$ cat src/rtl/tile_sel_pkg.sv
// tile_sel_pkg
// Shared definitions for the tile select sequencer:
//   - state_t: sequencer states
//   - default timing constants
//   - modulo-N wrap helpers for the select value
package tile_sel_pkg;

    typedef enum logic [1:0] {
        HOLD_RST = 2'd0,
        RUN      = 2'd1,
        WAIT_VS  = 2'd2
    } state_t;

    localparam int DEF_RST_CYCLES      = 64;
    localparam int DEF_DEBOUNCE_CYCLES = 65536;
    localparam int DEF_VS_TIMEOUT      = 1048576;

    // Step forward through tiles 0..n-1, wrapping the last tile back to 0.
    function automatic int unsigned wrap_inc(input int unsigned v, input int unsigned n);
        return (v >= n - 1) ? 0 : v + 1;
    endfunction

    // Step backward through tiles 0..n-1, wrapping tile 0 to the last tile.
    function automatic int unsigned wrap_dec(input int unsigned v, input int unsigned n);
        return (v == 0) ? n - 1 : v - 1;
    endfunction

endpackage

$ cat src/rtl/btn_debounce.sv
// btn_debounce
// Synchronizes a raw asynchronous push button into the clk domain, debounces
// it and emits a single-cycle pulse on each accepted press.
// Ports:
//   clk   - pixel clock
//   rst   - synchronous active-high reset, debounced level clears to released
//   btn   - raw button, active-high, asynchronous to clk
//   press - one-cycle pulse on the debounced rising edge (registered)
module btn_debounce
    import tile_sel_pkg::*;
#(
    parameter int DEBOUNCE_CYCLES = DEF_DEBOUNCE_CYCLES
) (
    input  logic clk,
    input  logic rst,
    input  logic btn,
    output logic press
);

    localparam int                CNT_W    = $clog2(DEBOUNCE_CYCLES);
    localparam logic [CNT_W-1:0]  CNT_LAST = CNT_W'(DEBOUNCE_CYCLES - 1);

    logic             sync1;
    logic             sync2;
    logic             level;
    logic [CNT_W-1:0] cnt;

    // Two-flop synchronizer, then count consecutive samples that disagree
    // with the accepted level; the level flips only once DEBOUNCE_CYCLES
    // disagreeing samples have been seen in a row, and any agreeing sample
    // restarts the count. The press pulse is raised on the flip to 1.
    always_ff @(posedge clk) begin
        if (rst) begin
            sync1 <= 1'b0;
            sync2 <= 1'b0;
            level <= 1'b0;
            cnt   <= '0;
            press <= 1'b0;
        end else begin
            sync1 <= btn;
            sync2 <= sync1;
            press <= 1'b0;
            if (sync2 == level) begin
                cnt <= '0;
            end else if (cnt == CNT_LAST) begin
                level <= sync2;
                cnt   <= '0;
                press <= sync2;
            end else begin
                cnt <= cnt + 1'b1;
            end
        end
    end

endmodule

$ cat src/rtl/tile_sel_ctrl.sv
// tile_sel_ctrl
// Shares one HDMI/audio output path among N_TILES tiles. A next/prev press
// mutes video, waits for a vsync rising edge of the running tile (or a
// timeout), then switches the output mux and holds the new tile in reset
// for RST_CYCLES before unmuting.
// Ports:
//   clk        - pixel clock
//   rst        - synchronous active-high reset
//   btn_next   - raw next button
//   btn_prev   - raw prev button
//   vsync_in   - vsync of the currently muxed tile
//   sel        - output mux select
//   tile_ena   - one-hot of sel, to each tile's ena
//   tile_rst_n - per-tile active-low reset
//   video_mute - blanks video downstream
//   busy       - high whenever not in RUN
module tile_sel_ctrl
    import tile_sel_pkg::*;
#(
    parameter int N_TILES         = 4,
    parameter int SEL_W           = $clog2(N_TILES),
    parameter int RST_CYCLES      = DEF_RST_CYCLES,
    parameter int DEBOUNCE_CYCLES = DEF_DEBOUNCE_CYCLES,
    parameter int VS_TIMEOUT      = DEF_VS_TIMEOUT
) (
    input  logic               clk,
    input  logic               rst,
    input  logic               btn_next,
    input  logic               btn_prev,
    input  logic               vsync_in,
    output logic [SEL_W-1:0]   sel,
    output logic [N_TILES-1:0] tile_ena,
    output logic [N_TILES-1:0] tile_rst_n,
    output logic               video_mute,
    output logic               busy
);

    // One down-counter serves both the reset hold and the vsync timeout.
    localparam int CNT_MAX = (RST_CYCLES > VS_TIMEOUT) ? RST_CYCLES : VS_TIMEOUT;
    localparam int CNT_W   = $clog2(CNT_MAX + 1);
    localparam logic [CNT_W-1:0]   RST_LOAD = CNT_W'(RST_CYCLES - 1);
    localparam logic [CNT_W-1:0]   VS_LOAD  = CNT_W'(VS_TIMEOUT - 1);
    localparam logic [N_TILES-1:0] ONE      = N_TILES'(1);

    logic               ev_next;
    logic               ev_prev;
    logic               vs_q;
    logic               vs_q2;
    logic               vs_rise;
    state_t             state;
    state_t             state_nx;
    logic [CNT_W-1:0]   cnt;
    logic [CNT_W-1:0]   cnt_nx;
    logic [SEL_W-1:0]   target;
    logic [SEL_W-1:0]   target_nx;
    logic [SEL_W-1:0]   sel_nx;
    logic [SEL_W-1:0]   sel_inc;
    logic [SEL_W-1:0]   sel_dec;
    logic [N_TILES-1:0] ena_nx;
    logic [N_TILES-1:0] rst_n_nx;
    logic               mute_nx;
    logic               busy_nx;

    btn_debounce #(.DEBOUNCE_CYCLES(DEBOUNCE_CYCLES)) u_deb_next (
        .clk   (clk),
        .rst   (rst),
        .btn   (btn_next),
        .press (ev_next)
    );

    btn_debounce #(.DEBOUNCE_CYCLES(DEBOUNCE_CYCLES)) u_deb_prev (
        .clk   (clk),
        .rst   (rst),
        .btn   (btn_prev),
        .press (ev_prev)
    );

    assign sel_inc = SEL_W'(wrap_inc(32'(sel), N_TILES));
    assign sel_dec = SEL_W'(wrap_dec(32'(sel), N_TILES));

    // vsync is compared between two registered copies, so a rise is acted
    // upon one cycle after it is first captured.
    assign vs_rise = vs_q & ~vs_q2;

    // State register; outputs are registered from their next-state values
    // so they change on the same edge as the state.
    always_ff @(posedge clk) begin
        if (rst) begin
            state      <= HOLD_RST;
            cnt        <= RST_LOAD;
            target     <= '0;
            sel        <= '0;
            vs_q       <= 1'b0;
            vs_q2      <= 1'b0;
            tile_ena   <= ONE;
            tile_rst_n <= '0;
            video_mute <= 1'b1;
            busy       <= 1'b1;
        end else begin
            state      <= state_nx;
            cnt        <= cnt_nx;
            target     <= target_nx;
            sel        <= sel_nx;
            vs_q       <= vsync_in;
            vs_q2      <= vs_q;
            tile_ena   <= ena_nx;
            tile_rst_n <= rst_n_nx;
            video_mute <= mute_nx;
            busy       <= busy_nx;
        end
    end

    // Next-state logic. Presses outside RUN are simply not looked at, so
    // they are dropped; simultaneous next+prev cancel each other.
    always_comb begin
        state_nx  = state;
        cnt_nx    = cnt;
        target_nx = target;
        sel_nx    = sel;
        unique case (state)
            HOLD_RST: begin
                if (cnt == '0) begin
                    state_nx = RUN;
                end else begin
                    cnt_nx = cnt - 1'b1;
                end
            end
            RUN: begin
                if (ev_next ^ ev_prev) begin
                    target_nx = ev_next ? sel_inc : sel_dec;
                    cnt_nx    = VS_LOAD;
                    state_nx  = WAIT_VS;
                end
            end
            WAIT_VS: begin
                if (vs_rise || (cnt == '0)) begin
                    sel_nx   = target;
                    cnt_nx   = RST_LOAD;
                    state_nx = HOLD_RST;
                end else begin
                    cnt_nx = cnt - 1'b1;
                end
            end
            default: begin
                cnt_nx   = RST_LOAD;
                state_nx = HOLD_RST;
            end
        endcase
    end

    // Output decode of the next state. Only the selected tile may ever be
    // out of reset, and it keeps running while we wait for its vsync.
    always_comb begin
        ena_nx   = ONE << sel_nx;
        rst_n_nx = (state_nx == HOLD_RST) ? '0 : ena_nx;
        mute_nx  = (state_nx != RUN);
        busy_nx  = (state_nx != RUN);
    end

endmodule

$ cat config.mk
export PLATFORM = sky130hd
export DESIGN_NAME = tile_sel_ctrl
export DESIGN_NICKNAME = d
export VERILOG_FILES = /design/src/rtl/tile_sel_pkg.sv /design/src/rtl/btn_debounce.sv /design/src/rtl/tile_sel_ctrl.sv
export SDC_FILE = /design/constraint.sdc
export NUM_CORES = 1
export LEC_CHECK = 0
export CELL_PAD_IN_SITES_DETAIL_PLACEMENT = 2
export CELL_PAD_IN_SITES_GLOBAL_PLACEMENT = 2
export CORE_ASPECT_RATIO = 0.8
export CORE_MARGIN = 1
export CORE_UTILIZATION = 40
export DETAILED_ROUTE_END_ITERATION = 8
export PLACE_DENSITY = 0.91
export SKIP_LAST_GASP = 1
export SLEW_MARGIN = 10
export SYNTH_ARGS = -nofsm -noshare
export SYNTH_HDL_FRONTEND = slang
export SYNTH_SLANG_ARGS = --single-unit
$ cat constraint.sdc
create_clock -name clk -period 4.6 [get_ports clk]
set_input_delay 0.69 -clock clk [delete_from_list [all_inputs] [get_ports clk]]
set_output_delay 0.69 -clock clk [all_outputs]
set_load 0.01 [all_outputs]
==> run metrics, run 1 <==
Leak=1.473 nW; syn_nets=402; GRT overflow=0; Initial Utilization=0.4109; initial antenna violation count=0; pin count of the biggest net entering global routing=20; synthesized cell area=3486 sq um; Yosys warnings=0; Core ar.=8483 sq um; multi-input logic area=1768 sq um; Register Area=1562 sq um; remaining antenna violation count=0; Post-CTS Hold Buffers=0; # diodes=0; Distinct cells, synth=58; Synth area leaders=dfxtp_1, nor2_1, xor2_1; internal power=0.001067 W; outcome=finished, final reports clean; unrepaired setup endpoints after global routing=false; Die Height=85.50 um; largest area contributor in the netlist=dfxtp_1; critical path data arrival time=3.03 ns; clock power share=0.476; R2R Path End=tile_rst_n[0]; Final nets=413; Max Slew Vio Count=0; post-route minimum period=2.713 ns; Primary FF master, synth=dfxtp_1; post-CTS setup buffers=0; Slew @ Worst Pin=0.9795 ns; Post-Synthesis Mean Instance Area=8.892 sq um; die width=106.4 um; Logic pwr share=0.027; Die ar.=9094 sq um; number of synthesized flops with an enable pin=0; via/cell ratio=5.684; most frequent cell after synthesis=dfxtp_1; Layout fillers=962; gr usage total=0.2714; min-delay src=u_deb_prev.sync1; Worst-path clk slew=0.09 ns; Commonest cells post-synth=dfxtp_1, nor2_1, nand2_1; end of the critical path=cnt[7]; fin cells=519; peak supply drop=0.0001807 V; Syn Inst Count=392; CTS sink count=78; Inst Count DP=504; post-synth top area share=0.4480; FFs w/ async S/R, synth=0; via count=2950; dpl hpwl=6891 um; Avg WL per Cell=22.21 um; MaxCap Viol Count=0; vias in the first global route=3234; routability cong.=0.7409; worst setup path start=rst; Seq/Total Area, Yosys=0.4480; Setup TNS Final=0 ns; # rows=30; Max Clock Skew=0.01026 ns; Pre-antenna DRT Iters=4; Critical Path RT=4.91 ns; worst-case reg-to-reg path depth=6; CP Launch Type=primary input; Yosys reg bits=78; Hold Crit Class=flop to flop; clk buf depth=2; Sw Ratio=0.2256; CP Class=primary input to flop; first-pass GRT wire length=18410 um; final WL=11530 um; htree depth=3; Worst Setup End Kind=flop; final setup violation count=0; Worst R2R Start=cnt[2]; I/O pins=17; layout cell share with drive strength beyond 1=0.07862; Worst Setup Slack, final=1.887 ns; CTS-repair resized insts=0; Final Hold Fails=0; NetSw=0.0003110 W; Pwr Density=349.7 nW/um^2; sequential power share=0.497; Slew headroom=0.3420; clk_lat worst skew=0.37 ns; FF-to-FF setup slack=2.00 ns; CP Max Fanout=17; CTS Root Cell=clkbuf_8; TritonCTS clock tree=yes; number of DRC markers in iteration 0=109; total CTS buffers=9; dpl ws=1.660 ns; port buffer count=16; crit share post-route=0.5898; Max Freq=368.6 MHz; DRC violations left=0; Area Growth Syn to Fin=13.07%
-- worst min path at each step --
stage,cells after the start,slack (ns),endpoint
3_5_place_dp,1,0.46,u_deb_next.sync2
4_1_cts,1,0.47,u_deb_prev.sync2
5_1_grt,1,0.49,u_deb_prev.sync2
6_report,1,0.48,u_deb_prev.sync2
3_3_place_gp,1,0.42,u_deb_next.sync2
2_1_floorplan,1,0.41,u_deb_next.sync2
-- stage by stage --
| stage | total power [W] | area (sq um) | utilization | hold slack, ns |
|---|---|---|---|---|
| 6_report | 0.001378 | 3941 | 0.4646 | 0.4786 |
| 5_1_grt | 0.001414 | 3941 | 0.4646 | 0.4887 |
| 4_1_cts | 0.001384 | 3941 | 0.4646 | 0.4724 |
| 3_5_place_dp | 0.0007359 | 3697 | 0.4358 | 0.4639 |
| 3_3_place_gp | 0.0007317 | 3697 | 0.4358 | 0.4209 |
| 2_1_floorplan | 0.0007223 | 3486 | - | 0.4138 |
-- flip-flops by register name, summed over array words and instances (netlist names) --
| register | cells |
|---|---|
| cnt | 21 |
| u_deb_next.cnt | 16 |
| u_deb_prev.cnt | 16 |
| tile_ena | 4 |
| tile_rst_n | 4 |
| sel | 2 |
| state | 2 |
| target | 2 |
| busy | 1 |
| u_deb_next.level | 1 |
| u_deb_next.press | 1 |
| u_deb_next.sync1 | 1 |
| u_deb_next.sync2 | 1 |
| u_deb_prev.level | 1 |
| u_deb_prev.press | 1 |
| u_deb_prev.sync1 | 1 |
| u_deb_prev.sync2 | 1 |
| vs_q | 1 |
| vs_q2 | 1 |
-- routing by layer --
layer / vias up / routed length (um) / global-route usage
li1: 1369 / - / -
met1: 1500 / 5017 / 0.3180
met2: 55 / 5942 / 0.4847
met3: 26 / 277 / 0.05927
met4: 0 / 290 / 0.1061
met5: - / 0 / 0
-- final cells by class --
class	instances	share of cell area
Sequential cell	78	0.3962
Tap cell	112	0.03556
Inverter	16	0.01524
Multi-Input combinational cell	281	0.4486
Timing Repair Buffer	17	0.04254
Clock inverter	5	0.02698
Clock buffer	10	0.03492
-- cell usage in the layout (no fill, tap or decap), types with 13 or more instances in the layout --
cell type / netlist / routed
nand2_1: 23 / 23
inv_1: 16 / 16
xor2_1: 19 / 19
nand3_1: 22 / 22
nor2_1: 68 / 68
a21oi_1: 19 / 19
clkdlybuf4s50_1: 0 / 16
xnor2_1: 18 / 18
dfxtp_1: 78 / 78
o21ai_0: 13 / 13
-- power groups by stage --
stage	sequential (W)	combinational, W	clock, W
after floorplan	0.000699	0.0000231	0
after global placement	0.000700	0.0000316	0
after detailed placement	0.000701	0.0000350	0
after CTS	0.000685	0.0000368	0.000662
after global routing	0.000686	0.0000398	0.000689
final	0.000686	0.0000369	0.000656
-- worst max-delay path, stage by stage --
cell             delay (ns)
clkdlybuf4s50_1        0.81
nor2_1                 0.38
nand3_1                0.24
and2_1                 0.33
or4_1                  0.50
nand3_1                0.08
-- logic make-up after synthesis --
logic type,Yosys count,synth area share
and+or+nand+nor,174,0.2656
DFF,78,0.4480
AOI/OAI and AO/OA,58,0.1091
xor gates and xnor gates,37,0.09296
buffers and inverters,33,0.04487
muxes,7,0.02154
adders and majority gates,5,0.01795
Power figures use the tool's default switching activity.
==> run 2: changes to the inputs <==
--- a/config.mk
+++ b/config.mk
@@ -9,9 +9,9 @@
 export CELL_PAD_IN_SITES_GLOBAL_PLACEMENT = 2
 export CORE_ASPECT_RATIO = 0.8
 export CORE_MARGIN = 1
-export CORE_UTILIZATION = 40
+export CORE_UTILIZATION = 34
 export DETAILED_ROUTE_END_ITERATION = 8
-export PLACE_DENSITY = 0.91
+export PLACE_DENSITY = 0.83
 export SKIP_LAST_GASP = 1
 export SLEW_MARGIN = 10
 export SYNTH_ARGS = -nofsm -noshare
==> constraint.sdc (replaced) <==
create_clock -name clk -period 2.4 [get_ports clk]
set_input_delay 0.36 -clock clk [delete_from_list [all_inputs] [get_ports clk]]
set_output_delay 0.36 -clock clk [all_outputs]
set_load 0.01 [all_outputs]
==> run metrics, run 2 (synthesized netlist as in run 1, its figures left out) <==
outcome=finished, final reports clean; CP Launch Type=flop; Register Area=1562 sq um (unchanged); Final nets=422 (+2.2%); total CTS buffers=9 (unchanged); leading registers by flop count=cnt (21), u_deb_next.cnt (16), u_deb_prev.cnt (16); final WL=9942 um (-14%); initial antenna violation count=0 (unchanged); peak supply drop=0.0003972 V (+120%); Pre-antenna DRT Iters=4 (unchanged); Initial Utilization=0.3554 (-0.05556); Max Clock Skew=0.007526 ns (-0.002730 ns); Area Growth Syn to Fin=18.74%; via count=2863 (-2.9%); worst hold slack=0.4553 ns (-0.02326 ns); final setup violation count=0 (unchanged); layout cell share with drive strength beyond 1=0.1031 (+0.02449); CP Class=flop to flop; CP Max Fanout=16 (-1); routability cong.=0.7165 (-3.3%); unrepaired setup endpoints after global routing=false; # diodes=0 (unchanged); Max Freq=454.4 MHz; Setup TNS Final=0 ns (unchanged); Final Hold Fails=0 (unchanged); DRC violations left=0 (unchanged); Hold Crit Class=flop to flop; Leak=1.569 nW (+6.5%); fin cells=553 (+6.6%); remaining antenna violation count=0 (unchanged); MaxCap Viol Count=0 (unchanged); Worst Setup Slack, final=0.1993 ns (-1.688 ns); dpl ws=0.1454 ns (-1.515 ns); max reg flops=21 (unchanged); CTS Root Cell=clkbuf_16; gr usage total=0.2045 (-0.06682); Core ar.=9809 sq um (+16%); Max Slew Vio Count=0 (unchanged); clk_lat worst skew=0.35 ns (-0.02 ns); CTS sink count=78 (unchanged); Layout fillers=1092 (+14%); dpl hpwl=6305 um (-8.5%); Die ar.=10660 sq um (+17%); via/cell ratio=5.177 (-8.9%); Worst-path clk slew=0.06 ns (-0.03 ns); Slew @ Worst Pin=0.9004 ns (-0.07911 ns); I/O pins=17 (unchanged); first-pass GRT wire length=16640 um (-9.6%); Worst Setup End Kind=flop; # rows=32 (+6.7%); TritonCTS clock tree=yes; commonest non-fill, non-tap cell in the layout=dfxtp_1; Post-CTS Hold Buffers=0 (unchanged); fin area=4139 sq um (+5.0%); vias in the first global route=3191 (-1.3%); Avg WL per Cell=17.98 um (-19%); Die Height=92.57 um (+8.3%); Slew headroom=0.3951 (+0.05315); port buffer count=16 (unchanged); most frequent cells in the layout=dfxtp_1, nor2_1, nand2_1; dpl cell area=3765 sq um (+1.8%); Inst Count DP=533 (+5.8%); Critical Path RT=2.65 ns (-2.26 ns); clk buf depth=2 (unchanged); Pwr Density=700.6 nW/um^2 (+100%); pin count of the biggest net entering global routing=22 (+10%); register with the most flip-flops=cnt; htree depth=3 (unchanged); die width=115.2 um (+8.3%); multi-input logic area=1782 sq um (+0.78%); critical path data arrival time=2.45 ns (-0.58 ns); crit share post-route=0.9169; number of DRC markers in iteration 0=100 (-8.3%); GRT overflow=0 (unchanged); post-route minimum period=2.201 ns
run 2: timing repair:
item	CTS	global route
gates resized for setup	0	2
buffers inserted	0	4
setup endpoints to repair	0	15
run 2: metrics by stage:
stage / total power [W] / util
2_1_floorplan: 0.001384 / -
6_report: 0.002900 / 0.4219
4_1_cts: 0.002934 / 0.4175
3_5_place_dp: 0.001413 / 0.3838
3_3_place_gp: 0.001405 / 0.3838
5_1_grt: 0.002988 / 0.4219
run 2: final cells by class:
type | instances | share of cell area
multi-input cells | 281 | 0.4305
flip-flops and latches | 78 | 0.3773
clock buffers | 10 | 0.05774
repair buffers | 26 | 0.05683
well taps | 136 | 0.04111
clock inverters | 6 | 0.02207
inverters | 16 | 0.01451
run 2: worst paths after layout:
path,cells after the start,endpoint,slack (ns),from
hold / removal,1,u_deb_prev.sync2,0.46,u_deb_prev.sync1
setup reg to reg,6,cnt[10],0.20,cnt[11]
setup / recovery,6,cnt[10],0.20,cnt[11]
hold reg to reg,1,u_deb_prev.sync2,0.46,u_deb_prev.sync1
run 2: metal layers:
layer / part of all wire / track usage / up-vias / wire length, um
met5: 0 / 0 / - / 0
met2: 0.48 / 0.3439 / 30 / 4818
met4: 0.018 / 0.07792 / 0 / 177
met1: 0.48 / 0.2512 / 1429 / 4733
li1: - / - / 1390 / -
met3: 0.021 / 0.05039 / 14 / 212
run 2: worst max-delay path: stages (launching register included):
cell	delay (ns)
dfxtp_1	0.41
nor4_2	0.42
nand4b_2	0.16
o32a_1	0.55
nor2_8	0.30
a21oi_1	0.07
o21ai_0	0.20
run 2: power by group:
part	internal (W)	switching, W
clock network	0.000946	0.000568
registers	0.00130	0.00000975
logic	0.0000279	0.0000433
total	0.00228	0.000621
==> run 3: changes to the inputs <==
--- a/config.mk
+++ b/config.mk
@@ -12,6 +12,7 @@
 export CORE_UTILIZATION = 34
 export DETAILED_ROUTE_END_ITERATION = 8
 export PLACE_DENSITY = 0.83
+export SKIP_CTS_REPAIR_TIMING = 1
 export SKIP_LAST_GASP = 1
 export SLEW_MARGIN = 10
 export SYNTH_ARGS = -nofsm -noshare
==> results of run 3 <==
Final layout, timing and power as in run 2 (identical DEF).
